===== src/rtl/imem_boot_ctrl_if.sv =====
// Instruction-memory boot controller bus bundle.
//   rx_valid / rx_data / rx_ready : byte-serial loader stream (one byte per handshake)
//   mem_addr / mem_we / mem_wdata : single-port instruction memory word port
// The master modport is the controller side: it accepts loader bytes and
// drives the memory port. The slave modport is the loader / memory side.
interface imem_boot_ctrl_if #(
  parameter int AW = 6
);
  logic          rx_valid;
  logic [7:0]    rx_data;
  logic          rx_ready;
  logic [AW-1:0] mem_addr;
  logic          mem_we;
  logic [31:0]   mem_wdata;

  modport master (
    input  rx_valid, rx_data,
    output rx_ready, mem_addr, mem_we, mem_wdata
  );

  modport slave (
    output rx_valid, rx_data,
    input  rx_ready, mem_addr, mem_we, mem_wdata
  );
endinterface


===== src/rtl/imem_boot_ctrl.sv =====
// Boot/load controller sharing a single-port instruction memory between
// core fetch and a byte-serial program loader.
//   clk, rst_n      : clock, asynchronous active-low reset
//   boot_req        : one-cycle load request (honoured only in RUN)
//   word_count      : words to load, sampled with boot_req
//   boot_abort      : cancel an in-progress load
//   pc_in           : core fetch PC (byte address, word aligned)
//   bus             : loader byte stream in, memory word port out
//   core_run        : core may advance its PC
//   busy            : load in progress
//   done            : one-cycle pulse when a load completes
//   err             : sticky error (bad word_count or abort), cleared by a good boot_req
// Bytes are packed little-endian into 32-bit words and written from word 0 upward.
module imem_boot_ctrl #(
  parameter int DEPTH = 64,
  parameter int AW    = 6
) (
  input  logic                 clk,
  input  logic                 rst_n,
  input  logic                 boot_req,
  input  logic [AW:0]          word_count,
  input  logic                 boot_abort,
  input  logic [31:0]          pc_in,
  imem_boot_ctrl_if.master     bus,
  output logic                 core_run,
  output logic                 busy,
  output logic                 done,
  output logic                 err
);

  typedef enum logic [1:0] {RUN, LOAD, WRITE, RELEASE} state_t;

  localparam logic [AW:0] DEPTH_W = (AW+1)'(DEPTH);
  localparam logic [AW:0] ONE_W   = (AW+1)'(1);

  state_t        state, state_nxt;
  logic [AW-1:0] wr_ptr;
  logic [1:0]    byte_cnt;
  logic [AW:0]   words_left;
  logic [31:0]   word_reg;
  logic          err_q;

  logic          start_load;
  logic          accept;
  logic          do_write;
  logic          set_err;
  logic          rx_ready_c;
  logic          mem_we_c;

  // PC bits outside the word index play no part in fetch addressing.
  logic          unused_pc;
  assign unused_pc = ^{pc_in[31:AW+2], pc_in[1:0]};

  always_ff @(posedge clk or negedge rst_n) begin
    if (!rst_n) state <= RUN;
    else        state <= state_nxt;
  end

  always_comb begin
    state_nxt  = state;
    start_load = 1'b0;
    accept     = 1'b0;
    do_write   = 1'b0;
    set_err    = 1'b0;
    rx_ready_c = 1'b0;
    mem_we_c   = 1'b0;
    core_run   = 1'b0;
    busy       = 1'b0;
    done       = 1'b0;
    case (state)
      RUN: begin
        core_run = 1'b1;
        // boot_req takes priority over a simultaneous boot_abort here.
        if (boot_req) begin
          if (word_count != '0 && word_count <= DEPTH_W) begin
            start_load = 1'b1;
            state_nxt  = LOAD;
          end else begin
            set_err = 1'b1;
          end
        end
      end
      LOAD: begin
        busy       = 1'b1;
        rx_ready_c = 1'b1;
        accept     = bus.rx_valid;
        // Abort beats a simultaneous 4th byte: the word is never written.
        if (boot_abort) begin
          set_err   = 1'b1;
          state_nxt = RUN;
        end else if (bus.rx_valid && byte_cnt == 2'd3) begin
          state_nxt = WRITE;
        end
      end
      WRITE: begin
        busy     = 1'b1;
        mem_we_c = 1'b1;
        do_write = 1'b1;
        // The write in this cycle still lands even when aborting.
        if (boot_abort) begin
          set_err   = 1'b1;
          state_nxt = RUN;
        end else if (words_left == ONE_W) begin
          state_nxt = RELEASE;
        end else begin
          state_nxt = LOAD;
        end
      end
      RELEASE: begin
        done      = 1'b1;
        state_nxt = RUN;
      end
      default: state_nxt = RUN;
    endcase
  end

  always_ff @(posedge clk or negedge rst_n) begin
    if (!rst_n) begin
      wr_ptr     <= '0;
      byte_cnt   <= '0;
      words_left <= '0;
      word_reg   <= '0;
    end else begin
      if (start_load) begin
        wr_ptr     <= '0;
        byte_cnt   <= '0;
        words_left <= word_count;
      end
      if (accept) begin
        word_reg[8*byte_cnt +: 8] <= bus.rx_data;
        byte_cnt                  <= byte_cnt + 2'd1;
      end
      if (do_write) begin
        wr_ptr     <= wr_ptr + 1'b1;
        words_left <= words_left - ONE_W;
      end
    end
  end

  always_ff @(posedge clk or negedge rst_n) begin
    if (!rst_n)          err_q <= 1'b0;
    else if (set_err)    err_q <= 1'b1;
    else if (start_load) err_q <= 1'b0;
  end

  assign err           = err_q;
  assign bus.rx_ready  = rx_ready_c;
  assign bus.mem_we    = mem_we_c;
  assign bus.mem_wdata = word_reg;
  // Fetch owns the memory in RUN; the loader's write pointer owns it otherwise.
  assign bus.mem_addr  = (state == RUN) ? pc_in[AW+1:2] : wr_ptr;

endmodule

===== src/flat_wrapper.sv =====
// flat-port wrapper written by rule: the top's interface ports become plain ports
module imem_boot_ctrl_flat 
#(
  parameter int DEPTH = 64,
  parameter int AW    = 6
)
  (clk, rst_n, boot_req, word_count, boot_abort, pc_in, core_run, busy, done, err, bus_rx_valid, bus_rx_data, bus_rx_ready, bus_mem_addr, bus_mem_we, bus_mem_wdata);
  imem_boot_ctrl_if #(.AW(AW)) bus_i ();
  input  logic clk;
  input  logic rst_n;
  input  logic boot_req;
  input  logic [AW:0] word_count;
  input  logic boot_abort;
  input  logic [31:0] pc_in;
  output logic core_run;
  output logic busy;
  output logic done;
  output logic err;
  input wire logic [$bits(bus_i.rx_valid)-1:0] bus_rx_valid;
  input wire logic [$bits(bus_i.rx_data)-1:0] bus_rx_data;
  output wire logic [$bits(bus_i.rx_ready)-1:0] bus_rx_ready;
  output wire logic [$bits(bus_i.mem_addr)-1:0] bus_mem_addr;
  output wire logic [$bits(bus_i.mem_we)-1:0] bus_mem_we;
  output wire logic [$bits(bus_i.mem_wdata)-1:0] bus_mem_wdata;
  assign bus_i.rx_valid = bus_rx_valid;
  assign bus_i.rx_data = bus_rx_data;
  assign bus_rx_ready = bus_i.rx_ready;
  assign bus_mem_addr = bus_i.mem_addr;
  assign bus_mem_we = bus_i.mem_we;
  assign bus_mem_wdata = bus_i.mem_wdata;
  imem_boot_ctrl #(.DEPTH(DEPTH), .AW(AW)) u_core (.clk(clk), .rst_n(rst_n), .boot_req(boot_req), .word_count(word_count), .boot_abort(boot_abort), .pc_in(pc_in), .bus(bus_i), .core_run(core_run), .busy(busy), .done(done), .err(err));
endmodule

===== config.mk =====
export PLATFORM = sky130hd
export DESIGN_NAME = imem_boot_ctrl_flat
export DESIGN_NICKNAME = d
export VERILOG_FILES = /design/src/rtl/imem_boot_ctrl_if.sv /design/src/rtl/imem_boot_ctrl.sv /design/src/flat_wrapper.sv
export SDC_FILE = /design/constraint.sdc
export NUM_CORES = 1
export LEC_CHECK = 0
export ABC_CLOCK_PERIOD_IN_PS = 2000
export CAP_MARGIN = 10
export CORE_MARGIN = 4
export CORE_UTILIZATION = 44
export DETAILED_ROUTE_END_ITERATION = 8
export GPL_TIMING_DRIVEN = 1
export PLACE_DENSITY = 0.83
export SYNTH_ARGS = -nofsm -noshare
export SYNTH_HDL_FRONTEND = slang
export SYNTH_SLANG_ARGS = --single-unit

===== constraint.sdc =====
create_clock -name clk -period 2 [get_ports clk]
set_input_delay 0.6 -clock clk [delete_from_list [all_inputs] [get_ports clk]]
set_output_delay 0.6 -clock clk [all_outputs]
set_load 0.02 [all_outputs]

==> results.toml, run 1 <==
[status]
status = "finished with violations"
violations = "setup timing"

[routing]
drt-initial-drc-count = 58
drt_pass1_iterations = 4
wl_per_cell_microns = 16.02
ant_nets = 0
wirelength_mm = 6.185
drc = 0
vias_per_cell = 5.624
vias = 2171

[timing]
final.period_utilization_pct = 104.3
rsz0062_at_grt = "true"
finalWorstSetupSlack_ps = -86.86
fin_setup_tns_ps = -509.5
worstMarginPinSlew_ps = 351.3
finalClockSkew_ps = 8.757
hold_viol = 0
post-route-min-period_ps = 2087
clock.fmax_mhz = 479.2
slew-limit-headroom_pct = 76.36
finalMaxSlewViolations = 0
finalSetupViolCount = 6

[synthesis]
synthCells = 210
netlist-cell-type-count = 39
syn_nets = 274
synth-main-ff-cell = "dfrtp_1"
yosysSeqAreaShare_pct = 49.04
synth_area_per_cell_sq_um = 12.15
yosys_warnings = 0
synth_area_sq_um = 2551
synth-edff-count = 0
ys_seq_elements = 50
async_reset_ff_share_pct = 100.0

[clock_network]
clkSinkCount = 50
cts_tree = "yes"
clockRootBuffer = "clkbuf_8"
cts_max_level = 2
cts_max_path_buffers = 2
clock_latency_ps = 300
cts_made_buffers = 5
cts.clk_slew.worst_paths_ps = 100

[critical_path]
cpMaxStageDelayCell = "dfrtp_1"
critPathBufInv = 2
timing.rr.start = "u_core.state[1]$_DFFE_PN0P_"
r2r_slack_ps = 80
crit_fanout = 7
r2r_cells = 10
arrival_ps = 1490
crit_path_start_kind = "flop"
critPathKind = "flop to output pin"
cp_top_family = "flip-flops"
worstPathCellList = "inv_2 > ha_4 > mux2_4 > buf_6"
crit_required_ps = 1400
cpPeakStageDelay_ps = 400
r2r-end = "u_core.bus.mem_wdata[2]$_DFFE_PN0P_"
endpoint_kind = "output pin"

[global_route]
antenna_found_initial = 0
grt_pass1_vias = 2157
grt_overflow_total = 0
grt_pass1_wl_mm = 10.54
grt_usage_pct = 17.88
grt_max_degree = 51

[cells_and_area]
fin_nets = 377
drive_gt1_share_pct = 24.52
stdcell_area_sq_um = 3675
diodes = 0
area_delta_synth_final_pct = 44.04

[floorplan]
io_pins = 96
coreArea_sq_um = 5574
initial_core_util_pct = 45.77
dieArea_sq_um = 7080
row_count = 27
die_x_microns = 84.15
die_y_microns = 84.15

[power]
power_leakage_nw = 1.668
max-vdd-ir-drop_mv = 0.6438
powerDensity_nw_per_um2 = 1362

[place]
place_area_sq_um = 3537
dp.final_hpwl_mm = 4.672
gp_congestion = 0.8136
port_buffers = 69

[flow_run]
drv_cap = 0

[worst_hold_path]
hold_path.class = "primary input to async pin"
cells by family (layout without fill, tap and decap cells):
family	count (synthesis)	in the layout	share of synthesized area (%)
AOI/OAI and AO/OA	64	64	19.62
DFF	50	50	49.04
adders and majority gates	12	12	5.885
xor gates and xnor gates	9	9	3.090
and+or+nand+nor	53	53	16.38
buffers and inverters	16	120	3.335
muxes	6	6	2.648
final cells by class:
cell class                 count  area, sq um
clock buffer                   5        68.82
clock inverter                 3        23.77
fill                         438         1899
inverter                      10        37.54
multi-input combinational    144         1251
sequential                    50         1251
tap                           72        90.09
timing repair buffer         102        952.2
cell usage in the layout (no fill, tap or decap), types with 3 or more instances in the layout:
| master | netlist | layout |
|---|---|---|
| a22oi_1 | 5 | 5 |
| nand3_1 | 10 | 10 |
| a21oi_1 | 7 | 7 |
| nor2_1 | 6 | 6 |
| nand2_8 | 3 | 3 |
| buf_2 | 1 | 3 |
| inv_1 | 10 | 8 |
| buf_4 | 0 | 29 |
| nand2_1 | 15 | 15 |
| mux2_4 | 0 | 6 |
| a22o_1 | 33 | 33 |
| nor4b_4 | 3 | 3 |
| o21ai_0 | 5 | 5 |
| ha_1 | 12 | 11 |
| clkbuf_8 | 0 | 5 |
| buf_6 | 1 | 8 |
| clkdlybuf4s50_1 | 0 | 57 |
| dfrtp_1 | 50 | 50 |
| xor2_1 | 4 | 4 |
| o22ai_1 | 5 | 5 |
| a31oi_1 | 3 | 3 |
| xnor2_1 | 5 | 5 |
how the worst max path moves through the flow:
stage	to	depth (start not counted)	slack, ps	start
after detailed placement	bus_mem_addr[3]	3	-400	pc_in[5]
after CTS	bus_mem_addr[3]	4	-140	u_core.state[1]$_DFFE_PN0P_
after floorplan	bus_mem_addr[0]	4	40	u_core.state[0]$_DFFE_PN0P_
after global placement	bus_mem_addr[3]	3	-390	pc_in[5]
final	bus_mem_addr[3]	4	-90	u_core.state[0]$_DFFE_PN0P_
after global routing	bus_mem_addr[0]	4	-150	u_core.state[0]$_DFFE_PN0P_
stage by stage:
step | instances | power [mW] | hold slack, ps | utilization (%) | setup WS [ps]
after floorplan | 210 | 3.217 | 304.4 | - | 35.34
after global placement | 376 | 4.263 | 487.3 | 63.46 | -388.6
after detailed placement | 376 | 4.348 | 492.4 | 63.46 | -395.9
after CTS | 385 | 5.006 | 278.4 | 65.63 | -138.7
after global routing | 386 | 5.324 | 287.2 | 65.93 | -153.9
final | 386 | 5.005 | 272.6 | 65.93 | -86.86
metal layers:
| metal | GRT usage, % | vias up | share of wire [%] | wire length, microns |
|---|---|---|---|---|
| met3 | 4.220 | 8 | 7.5 | 465 |
| met5 | 0 | - | 0 | 0 |
| met2 | 30.56 | 88 | 48 | 2979 |
| met4 | 3.947 | 0 | 1.4 | 85 |
| met1 | 23.11 | 1076 | 43 | 2653 |
| li1 | - | 999 | - | - |
power by group:
| part | internal [mW] | switching (mW) |
|---|---|---|
| clock | 0.250 | 0.344 |
| combinational | 1.40 | 1.38 |
| sequential | 1.37 | 0.268 |
| total | 3.01 | 1.99 |
registers in the layout, indices dropped and copies added (netlist names):
signal,cells
u_core.words_left,7
u_core.byte_cnt,2
u_core.state,2
u_core.wr_ptr,6
u_core.bus.mem_wdata,32
u_core.err,1
cell usage after synthesis, types with 2 or more instances:
cell,instances,area [sq um]
mux2_2,6,67.56
a21oi_1,7,35.03
nor2_1,6,22.52
xnor2_1,5,43.79
a22oi_1,5,37.54
nor4b_4,3,71.32
o21ai_0,5,25.02
nand3_1,10,50.05
dfrtp_1,50,1251
nand4_1,2,12.51
a22o_1,33,289.0
nand2_1,15,56.30
inv_1,10,37.54
o22ai_1,5,31.28
nand2_8,3,60.06
clkbuf_1,3,11.26
and3_1,2,12.51
ha_1,12,150.1
nand2_4,2,22.52
a31oi_1,3,18.77
xor2_1,4,35.03
nor4_4,2,42.54
repair_timing:
action	4_1_cts	5_1_grt
pin swaps	1	1
gates resized for setup	56	8
hold buffers	0	0
buffers inserted	1	1
setup endpoints to repair	17	23
Power figures use the tool's default switching activity.
==> run 2: changes to the inputs <==
- CORE_MARGIN: 4 -> 3
==> run 2 against run 1 <==
Effect of this change: the flow still finishes with violations (setup timing); clock skew shrank 3.0 ps; non-clock buffer count rose by 4; cell count is 1.0% higher; critical path type unchanged; largest cell class is now multi-input gates.
==> results.toml, run 2 (synthesized netlist as in run 1, its figures left out) <==
[critical_path]
crit_fanout = 7
endpoint = "bus_mem_addr[0]"
critPathKind = "flop to output pin"
cp-startpoint = "u_core.state[0]$_DFFE_PN0P_"
endpoint_kind = "output pin"
r2r_cells = 9
r2r-end = "u_core.words_left[4]$_DFFE_PN0P_"
r2r_slack_ps = 140
arrival_ps = 1520
crit_required_ps = 1400
crit_path_start_kind = "flop"
timing.rr.start = "u_core.state[0]$_DFFE_PN0P_"

[power]
powerDensity_nw_per_um2 = 1366
power_leakage_nw = 1.684
max-vdd-ir-drop_mv = 0.5845

[timing]
slew-limit-headroom_pct = 75.95
hold_viol = 0
fin_setup_tns_ps = -550.9
clock.fmax_mhz = 470.7
post-route-min-period_ps = 2125
finalMaxSlewViolations = 0
final.period_utilization_pct = 106.2
worstMarginPinSlew_ps = 357.5
rsz0062_at_grt = "true"
finalClockSkew_ps = 5.780
finalSetupViolCount = 6
finalWorstSetupSlack_ps = -124.5

[routing]
ant_nets = 0
vias = 2155
drc = 0
drt-initial-drc-count = 87
vias_per_cell = 5.526
wirelength_mm = 6.490
drt_pass1_iterations = 4
wl_per_cell_microns = 16.64

[floorplan]
die_y_microns = 82.15
dieArea_sq_um = 6748
initial_core_util_pct = 45.77
row_count = 27
coreArea_sq_um = 5574
io_pins = 96
die_x_microns = 82.15

[clock_network]
cts_max_level = 2
cts_made_buffers = 5
clockRootBuffer = "clkbuf_8"
clkSinkCount = 50
cts_max_path_buffers = 2
cts.clk_slew.worst_paths_ps = 100
cts_tree = "yes"
clock_latency_ps = 300

[global_route]
met3_usage_pct = 3.905
grt_usage_pct = 20.40
grt_max_degree = 51
grt_pass1_wl_mm = 10.55
busiest_layer = "met2"
grt_pass1_vias = 2140
grt_overflow_total = 0
antenna_found_initial = 0
globalRouteMet2Util_pct = 36.59
grt_use_met1_pct = 25.14

[place]
port_buffers = 69
gp_congestion = 0.7877
dp.final_hpwl_mm = 4.900
placedCellCount = 379

[cells_and_area]
drive_gt1_share_pct = 26.10
diodes = 0
num-fill-cells = 441
most-common-layout-cells = "clkdlybuf4s50_1 (55), dfrtp_1 (50), buf_4 (35)"
area_delta_synth_final_pct = 44.38
seq_area_sq_um = 1251
fin_nets = 381
largest_reg_flops = 32
layout_commonest_cell = "clkdlybuf4s50_1"
stdcell_count = 390
multi_input_area_sq_um = 1254

[status]
violations = "setup timing"
status = "finished with violations"

[worst_hold_path]
hold_path.class = "primary input to async pin"

[flow_run]
drv_cap = 0
-- run 2: final cells by class --
class / count / area share (%)
multi-input combinational: 144 / 34.04
sequential: 50 / 33.97
timing repair buffer: 106 / 26.02
tap: 72 / 2.446
clock buffer: 5 / 1.868
inverter: 10 / 1.019
clock inverter: 3 / 0.6454
-- run 2: critical path, cell delays in order, from the launching register on --
cell and delay (ps):
dfrtp_1 400, inv_2 90, ha_4 200, buf_6 110, mux2_4 290, buf_6 130
-- run 2: routing by layer --
| metal | share of wire (%) | up-vias |
|---|---|---|
| met5 | 0 | - |
| met4 | 0.42 | 0 |
| met3 | 5.9 | 4 |
| met2 | 52 | 78 |
| met1 | 41 | 1070 |
| li1 | - | 1003 |
-- run 2: worst min-delay path by stage --
stage	slack, ps	end	startpoint
global placement	490	u_core.bus.mem_wdata[26]$_DFFE_PN0P_	u_core.bus.mem_wdata[26]$_DFFE_PN0P_
global route	290	u_core.bus.mem_wdata[18]$_DFFE_PN0P_	rst_n
finish	280	u_core.bus.mem_wdata[14]$_DFFE_PN0P_	rst_n
floorplan	300	u_core.bus.mem_wdata[0]$_DFFE_PN0P_	rst_n
CTS	280	u_core.bus.mem_wdata[18]$_DFFE_PN0P_	rst_n
detailed placement	490	u_core.bus.mem_wdata[28]$_DFFE_PN0P_	u_core.bus.mem_wdata[28]$_DFFE_PN0P_
-- run 2: report_power, final --
| part | total (mW) | switching [mW] | internal (mW) |
|---|---|---|---|
| clock | 0.604 | 0.353 | 0.251 |
| combinational | 2.78 | 1.38 | 1.40 |
| sequential | 1.65 | 0.280 | 1.37 |
-- run 2: timing repair --
| action | CTS | global route |
|---|---|---|
| resized for setup | 49 | 11 |
| buffers inserted | 3 | 1 |
| endpoints found under the setup margin | 16 | 45 |
| hold buffers | 0 | 0 |
| pin swaps | 1 | 7 |
-- run 2: metrics by stage --
stage	power, mW	hold slack, ps	setup slack (ps)	area [sq um]	utilization (%)
6_report	5.033	275.2	-124.5	3684	66.08
5_1_grt	5.353	286.0	-186.5	3684	66.08
4_1_cts	5.016	281.5	-188.4	3659	65.63
3_5_place_dp	4.365	493.2	-440.4	3547	63.64
3_3_place_gp	4.265	488.5	-448.5	3547	63.64
2_1_floorplan	3.217	304.4	35.34	2551	-
